## src/rtl/nn_pkg.sv

```systemverilog
// Shared definitions for the layer serializer: FSM state encoding and counter sizing.
// No logic; no latency or backpressure of its own.
package nn_pkg;

    typedef enum logic {
        ST_IDLE = 1'b0,
        ST_SEND = 1'b1
    } state_t;

    // A counter must be at least one bit wide even when there is a single neuron.
    function automatic int clog2_min1(input int n);
        return (n <= 1) ? 1 : $clog2(n);
    endfunction

endpackage

```

## src/rtl/layer_serializer.sv

```systemverilog
// Captures a parallel neuron result vector and streams it out one word per clock, neuron 0 first.
// Word 0 appears one cycle after accept; no backpressure: accepts while mid-vector are dropped and flagged.
import nn_pkg::*;

module layer_serializer #(
    parameter int NN        = 10,
    parameter int dataWidth = 16
) (
    input  logic                      clk,
    input  logic                      rst,
    input  logic [NN-1:0]             o_valid,
    input  logic [NN*dataWidth-1:0]   x_in_bus,
    output logic [dataWidth-1:0]      x_out,
    output logic                      x_valid,
    output logic                      last,
    output logic                      busy,
    output logic                      overrun,
    output logic                      skew_err
);

    localparam int             CW       = clog2_min1(NN);
    localparam logic [CW-1:0]  LAST_IDX = CW'(NN - 1);

    state_t                 r_state;
    logic [CW-1:0]          r_cnt;
    logic [dataWidth-1:0]   r_buf [NN];
    logic [dataWidth-1:0]   r_x_out;
    logic                   r_x_valid;
    logic                   r_last;
    logic                   r_busy;
    logic                   r_overrun;
    logic                   r_skew_err;

    logic [dataWidth-1:0]   w_words [NN];
    logic                   w_accept;
    logic                   w_skew;
    logic                   w_at_last;
    logic                   w_load;
    logic [CW-1:0]          w_nxt_cnt;

    for (genvar k = 0; k < NN; k++) begin : g_words
        assign w_words[k] = x_in_bus[k*dataWidth +: dataWidth];
    end

    // Bit 0 alone decides acceptance; the other bits only feed the skew monitor.
    assign w_accept  = o_valid[0];
    assign w_skew    = (o_valid != '0) && (o_valid != '1);
    assign w_at_last = (r_cnt == LAST_IDX);
    assign w_load    = w_accept && ((r_state == ST_IDLE) || w_at_last);
    assign w_nxt_cnt = r_cnt + CW'(1);

    always_ff @(posedge clk) begin
        if (rst) begin
            r_state    <= ST_IDLE;
            r_cnt      <= '0;
            r_buf      <= '{default: '0};
            r_x_out    <= '0;
            r_x_valid  <= 1'b0;
            r_last     <= 1'b0;
            r_busy     <= 1'b0;
            r_overrun  <= 1'b0;
            r_skew_err <= 1'b0;
        end else begin
            if (w_skew)
                r_skew_err <= 1'b1;

            // r_cnt always indexes the word currently on x_out.
            if (w_load) begin
                r_buf     <= w_words;
                r_cnt     <= '0;
                r_state   <= ST_SEND;
                r_x_out   <= w_words[0];
                r_x_valid <= 1'b1;
                r_busy    <= 1'b1;
                r_last    <= (NN == 1);
            end else if (r_state == ST_SEND) begin
                if (w_at_last) begin
                    r_state   <= ST_IDLE;
                    r_x_valid <= 1'b0;
                    r_busy    <= 1'b0;
                    r_last    <= 1'b0;
                end else begin
                    r_cnt   <= w_nxt_cnt;
                    r_x_out <= r_buf[w_nxt_cnt];
                    r_last  <= (w_nxt_cnt == LAST_IDX);
                    if (w_accept)
                        r_overrun <= 1'b1;
                end
            end
        end
    end

    assign x_out    = r_x_out;
    assign x_valid  = r_x_valid;
    assign last     = r_last;
    assign busy     = r_busy;
    assign overrun  = r_overrun;
    assign skew_err = r_skew_err;

endmodule
```

## config.mk

```make
export PLATFORM = sky130hd
export DESIGN_NAME = layer_serializer
export DESIGN_NICKNAME = d
export VERILOG_FILES = /design/src/rtl/nn_pkg.sv /design/src/rtl/layer_serializer.sv
export SDC_FILE = /design/constraint.sdc
export NUM_CORES = 1
export LEC_CHECK = 0
export BUFFER_PORTS_ARGS = -buffer_cell sky130_fd_sc_hd__buf_4
export CELL_PAD_IN_SITES_DETAIL_PLACEMENT = 1
export CELL_PAD_IN_SITES_GLOBAL_PLACEMENT = 2
export CORE_MARGIN = 5
export CORE_UTILIZATION = 33
export CTS_BUF_LIST = sky130_fd_sc_hd__clkbuf_8
export DETAILED_ROUTE_END_ITERATION = 10
export MAX_ROUTING_LAYER = met4
export PLACE_DENSITY_LB_ADDON = 0.2
export SLEW_MARGIN = 20
export SYNTH_ARGS = -nofsm -noshare
export SYNTH_HDL_FRONTEND = slang
export SYNTH_SLANG_ARGS = --single-unit
```

## constraint.sdc

```tcl
create_clock -name clk -period 3.4 [get_ports clk]
set_input_delay 0.17 -clock clk [delete_from_list [all_inputs] [get_ports clk]]
set_output_delay 0.17 -clock clk [all_outputs]
set_load 0.02 [all_outputs]
```

==> impl_metrics.ini, run 1 <==
[outcome]
status = complete, no violations

[global_routing]
grt_max_degree = 133
grt-ovfl-total = 0
grtUsageTotal_pct = 21.0
grt_pass1_vias = 8124
grt_pass1_wl_mm = 45.4
antenna_found_initial = 0

[cts]
clk_path_buf_depth = 2
htreeDepth = 4
postCtsSetupRepairBufs = 0
path_clk_slew_ns = 0.10
clockRootBuffer = clkbuf_8
cts_buffers = 17
cts_num_sinks = 185
cts_tree = yes
insertion_delay_ns = 0.47

[floorplan]
rows = 57
io_pins = 193
die_h_um = 166
die-area_um2 = 27700
start_util_pct = 33.4
coreArea_um2 = 24200
die_w_um = 166

[synthesis]
synth-edff-count = 0
postSynthCellCount = 935
mappedNetlistNets = 1110
synth_area_um2 = 8070
yosysWarnings = 0
yosys.area_share.simple_pct = 17.6
ys_ff_latch = 185
synth_top_family_by_area = simple AND/OR/NAND/NOR gates
synth_cell_types = 39
synthArstFlopShare_pct = 0
synth-compound-area-share_pct = 15.6
avgSynthCellArea_um2 = 8.63
ys_seq_area_share_pct = 45.9
synth.area.mux_share_pct = 14.9
ys.flop_type = dfxtp_1
synth_xor_area_share_pct = 0.651
synthAdderAreaFrac_pct = 0.465

[sta]
timing.final.crit_share_pct = 76.0
rsz0062_at_grt = no
skew_ns = 0.0176
maxSlewViolCount = 0
setup_violations = 0
finalHoldViolCount = 0
layout_min_cycle_time_ns = 2.58
worst_pin_slew_ns = 0.840
relSlewSlack_pct = 44.0
hold_slack_ns = 0.127
fin_tns_setup_ns = 0
max_clock_freq_mhz = 387

[detailed_routing]
wirelength_mm = 28.6
viasPerCell = 4.86
final_antenna_net_count = 0
initialDrtViolationCount = 345
wire_per_inst_um = 18.1
drc = 0
drtPass1Iterations = 4
num_vias = 7680

[power]
power_density_nw_per_um2 = 419
p_leak_nw = 4.63
peakVddDrop_uv = 194

[final_layout]
design_area_um2 = 11700
fin_nets = 1417
drive_gt1_share_pct = 24.9
area_growth_pct = 45.1
post-route-util_pct = 48.4
antenna-diode-count = 0

[critical_path]
arrival_ns = 2.95
worstPathMaxFanout = 23
r2r-start = r_cnt[0]
crit_start = r_cnt[0]
reg2reg_slack_ns = 0.82
cp-start-kind = register
critPathTopFamily = flip-flops
worstPathRequired_ns = 3.77
slowest_stage = dfxtp_4
crit_chain = inv_1 -> ha_1 -> buf_4 -> or4b_4 -> o21ai_4 -> a21oi_1 -> a211oi_1
path_class = reg -> reg
critPathBufInv = 2
cpPeakStageDelay_ns = 0.64
endpoint_kind = register

[hold_path]
min_from = o_valid[5]
hold_path.class = in -> reg

[placement]
placed_area_um2 = 9680
place_congestion = 0.786
place.port_buffers = 192
hpwl_mm = 18.9

[job]
max_cap_violations = 0
-- area by class of cell --
| type | instances | area, µm² |
|---|---|---|
| clock inverter | 14 | 179 |
| fill | 2783 | 12500 |
| inverter | 5 | 18.8 |
| tap | 324 | 405 |
| timing repair buffer | 366 | 3180 |
| clock buffer | 18 | 248 |
| sequential | 185 | 3710 |
| multi-input combinational | 667 | 3970 |
-- registers in the layout, indices dropped and copies added, names as in the netlist --
register,flops
x_out,16
busy,1
r_state,1
last,1
skew_err,1
r_cnt,4
r_buf,160
overrun,1
-- per-layer routing --
layer	wire length [µm]	track usage, %	vias up
li1	-	-	3779
met1	12700	26.9	3721
met2	14500	35.4	161
met3	1030	3.71	19
met4	363	4.09	0
met5	0	-	-
-- power by group --
part,leakage [nW],switching (W),internal (W)
clock,0.207,0.000887,0.000707
combinational,2.91,0.000440,0.000476
sequential,1.52,0.0000999,0.00230
-- path summary, 6_finish.rpt --
path                                   to  depth (start not counted)
worst max register to register   x_out[1]                          7
worst max-delay path             x_out[1]                          7
worst min register to register  r_buf[39]                          2
worst min-delay path             skew_err                          5
-- synth_stat cells, drive strengths merged, types with 5 or more instances --
cell,instances,share of area [%]
a211oi,17,2.1
a21oi,182,12
buf,42,3.1
clkbuf,36,1.7
dfxtp,185,46
inv,5,0.23
mux2,16,2.2
mux2i,32,4.0
mux4,31,8.7
nand2,328,15
nor2,15,0.79
o21ai,18,1.3
-- kinds of logic after synthesis --
| logic type | after synthesis |
|---|---|
| AND/OR/NAND/NOR | 360 |
| adder cells (fa/ha/maj) | 3 |
| flip-flops | 185 |
| XOR/XNOR | 3 |
| buffers and inverters | 83 |
| AO/OA/AOI/OAI | 222 |
| multiplexers | 79 |
-- through the flow --
stage | std cells | total power [W] | worst slack [ns]
3_3_place_gp | 1387 | 0.00321 | 0.850
4_1_cts | 1579 | 0.00497 | 0.791
2_1_floorplan | 935 | 0.00286 | 0.891
5_1_grt | 1579 | 0.00515 | 0.596
6_report | 1579 | 0.00491 | 0.817
3_5_place_dp | 1387 | 0.00322 | 0.819
-- timing repair --
| action | CTS | global route |
|---|---|---|
| resized for setup | 0 | 0 |
| hold buffers | 160 | 0 |
| hold endpoints to repair | 160 | 0 |
-- worst min-delay path, delay by kind of cell --
| family | cells | cell delay (ns) |
|---|---|---|
| compound gates | 1 | 0.14 |
| buf+inv | 1 | 0.09 |
| simple gates | 3 | 0.17 |
-- cells in the final DEF (no fill, tap or decap), types with 14 or more instances in the layout --
master and n:
nand2_1 326, buf_4 203, dfxtp_1 184, a21oi_1 173
dlygate4sd3_1 160, mux2i_1 32, mux4_2 31, clkbuf_8 18
mux2_2 16, nor2_1 14
Note: power is estimated with default switching activity, not from simulation.
==> run 2, diff against run 1 <==
--- a/config.mk
+++ b/config.mk
@@ -9,7 +9,7 @@
 export CELL_PAD_IN_SITES_DETAIL_PLACEMENT = 1
 export CELL_PAD_IN_SITES_GLOBAL_PLACEMENT = 2
 export CORE_MARGIN = 5
-export CORE_UTILIZATION = 33
+export CORE_UTILIZATION = 29
 export CTS_BUF_LIST = sky130_fd_sc_hd__clkbuf_8
 export DETAILED_ROUTE_END_ITERATION = 10
 export MAX_ROUTING_LAYER = met4
==> constraint.sdc (replaced) <==
create_clock -name clk -period 2.2 [get_ports clk]
set_input_delay 0.11 -clock clk [delete_from_list [all_inputs] [get_ports clk]]
set_output_delay 0.11 -clock clk [all_outputs]
set_load 0.02 [all_outputs]
==> run 2 against run 1 <==
Critical endpoint is now x_out[9]. Flip-flop and latch count stayed put. Fmax is 22% higher. Clock skew hardly changed. Sequential power is 53% higher. Design area is 3.4% higher. Global-route usage is 1.3 points lower. Largest power group unchanged. Clock power is 45% higher.
==> impl_metrics.ini, run 2 (synthesis results as in run 1) <==
[sta]
max_clock_freq_mhz = 471
finalHoldViolCount = 0
skew_ns = 0.0178
layout_min_cycle_time_ns = 2.12
relSlewSlack_pct = 66.5
setup_violations = 0
timing.final.crit_share_pct = 96.5
fin_tns_setup_ns = 0
maxSlewViolCount = 0
worst_pin_slew_ns = 0.503
setup_ws_ns = 0.0761

[final_layout]
drive_gt1_share_pct = 26.6
regMostFlops = r_buf
fin_nets = 1444
largest_register_ffs = 160
design_area_um2 = 12100
final_common_cell = nand2_1
area_growth_pct = 50.0
post-route-util_pct = 43.8
fill_cells = 3241
final_cell_mix = nand2_1, buf_4, dfxtp_1

[global_routing]
grt_pass1_wl_mm = 46.6
grt_max_degree = 59
grt-ovfl-total = 0
grtUsageTotal_pct = 19.7
grt_pass1_vias = 8320
antenna_found_initial = 2

[critical_path]
cpMostUsedCell = buf_4
crit_start = r_cnt[1]
arrival_ns = 2.51
cpPeakStageDelay_ns = 0.51
endpoint_kind = register
worstPathMaxFanout = 7
r2r-start = r_cnt[1]
path_class = reg -> reg
worstPathRequired_ns = 2.59
cp-start-kind = register
crit_chain = buf_4 -> ha_2 -> and2_1 -> or4b_4 -> o21ai_2 -> buf_4 -> a21oi_2 -> a211oi_2
slowest_stage = or4b_4

[cts]
clk_path_buf_depth = 2
path_clk_slew_ns = 0.11
insertion_delay_ns = 0.47
cts_tree = yes
cts_buffers = 17
clockRootBuffer = clkbuf_8
cts_num_sinks = 185
htreeDepth = 4

[placement]
place.port_buffers = 192
place_congestion = 0.794
dp_slack_ns = -0.0894
placed_area_um2 = 10000
hpwl_mm = 20.7

[detailed_routing]
viasPerCell = 4.67
num_vias = 7763
wirelength_mm = 30.1
final_antenna_net_count = 0
drtPass1Iterations = 5
drc = 0
initialDrtViolationCount = 299
wire_per_inst_um = 18.1

[outcome]
status = complete, no violations

[hold_path]
hold_path.class = in -> reg
min_from = rst

[power]
power_density_nw_per_um2 = 622
p_leak_nw = 4.79
peakVddDrop_uv = 388

[floorplan]
start_util_pct = 29.2
io_pins = 193
die-area_um2 = 31300
rows = 61
die_w_um = 177
die_h_um = 177
coreArea_um2 = 27600

[job]
max_cap_violations = 0
[run 2: critical path, delay by kind of cell (launching register included)]
family,cells,cell delay (ns)
AO/OA/AOI/OAI,3,0.41
adder cells (fa/ha/maj),1,0.28
buffers and inverters,2,0.33
flip-flops,1,0.35
AND/OR/NAND/NOR,2,0.68
[run 2: final timing paths]
path | cells after the start | to | slack [ns]
setup reg to reg | 8 | x_out[9] | 0.08
hold / removal | 2 | r_buf[84] | 0.04
hold reg to reg | 2 | r_buf[103] | 0.46
setup / recovery | 8 | x_out[9] | 0.08
[run 2: metal layers]
layer | global-route usage, % | part of all wire (%) | up-vias
met4 | 4.55 | 1.7 | 0
met5 | - | 0 | -
li1 | - | - | 3837
met2 | 34.4 | 51 | 158
met1 | 24.2 | 44 | 3737
met3 | 2.99 | 3.3 | 31
[run 2: metrics by stage]
stage | total power (W) | instances | hold WS [ns]
after global routing | 0.00791 | 1662 | 0.0421
after floorplan | 0.00443 | 935 | 0.246
after global placement | 0.00506 | 1460 | 0.360
final | 0.00753 | 1662 | 0.0444
after CTS | 0.00763 | 1655 | 0.0218
after detailed placement | 0.00507 | 1460 | 0.368
[run 2: repair_timing]
item	CTS	global route
endpoints found under the hold margin	160	0
hold buffers	160	0
gates resized for setup	1	2
setup buffers	3	4
cloned	0	1
setup endpoints to repair	7	53
[run 2: report_power, final]
group,internal [W],switching (W)
clock network,0.000955,0.00135
registers,0.00355,0.000132
logic,0.000808,0.000735
total,0.00531,0.00222
[run 2: cell type report]
type                       count  area, µm²  share of cell area (%)
sequential                   185       3710                    30.6
inverter                       5       18.8                   0.155
tap                          378        473                    3.91
clock buffer                  18        248                    2.05
multi-input combinational    668       3980                    32.9
antenna                        2       5.00                  0.0414
timing repair buffer         392       3530                    29.1
clock inverter                14        139                    1.15
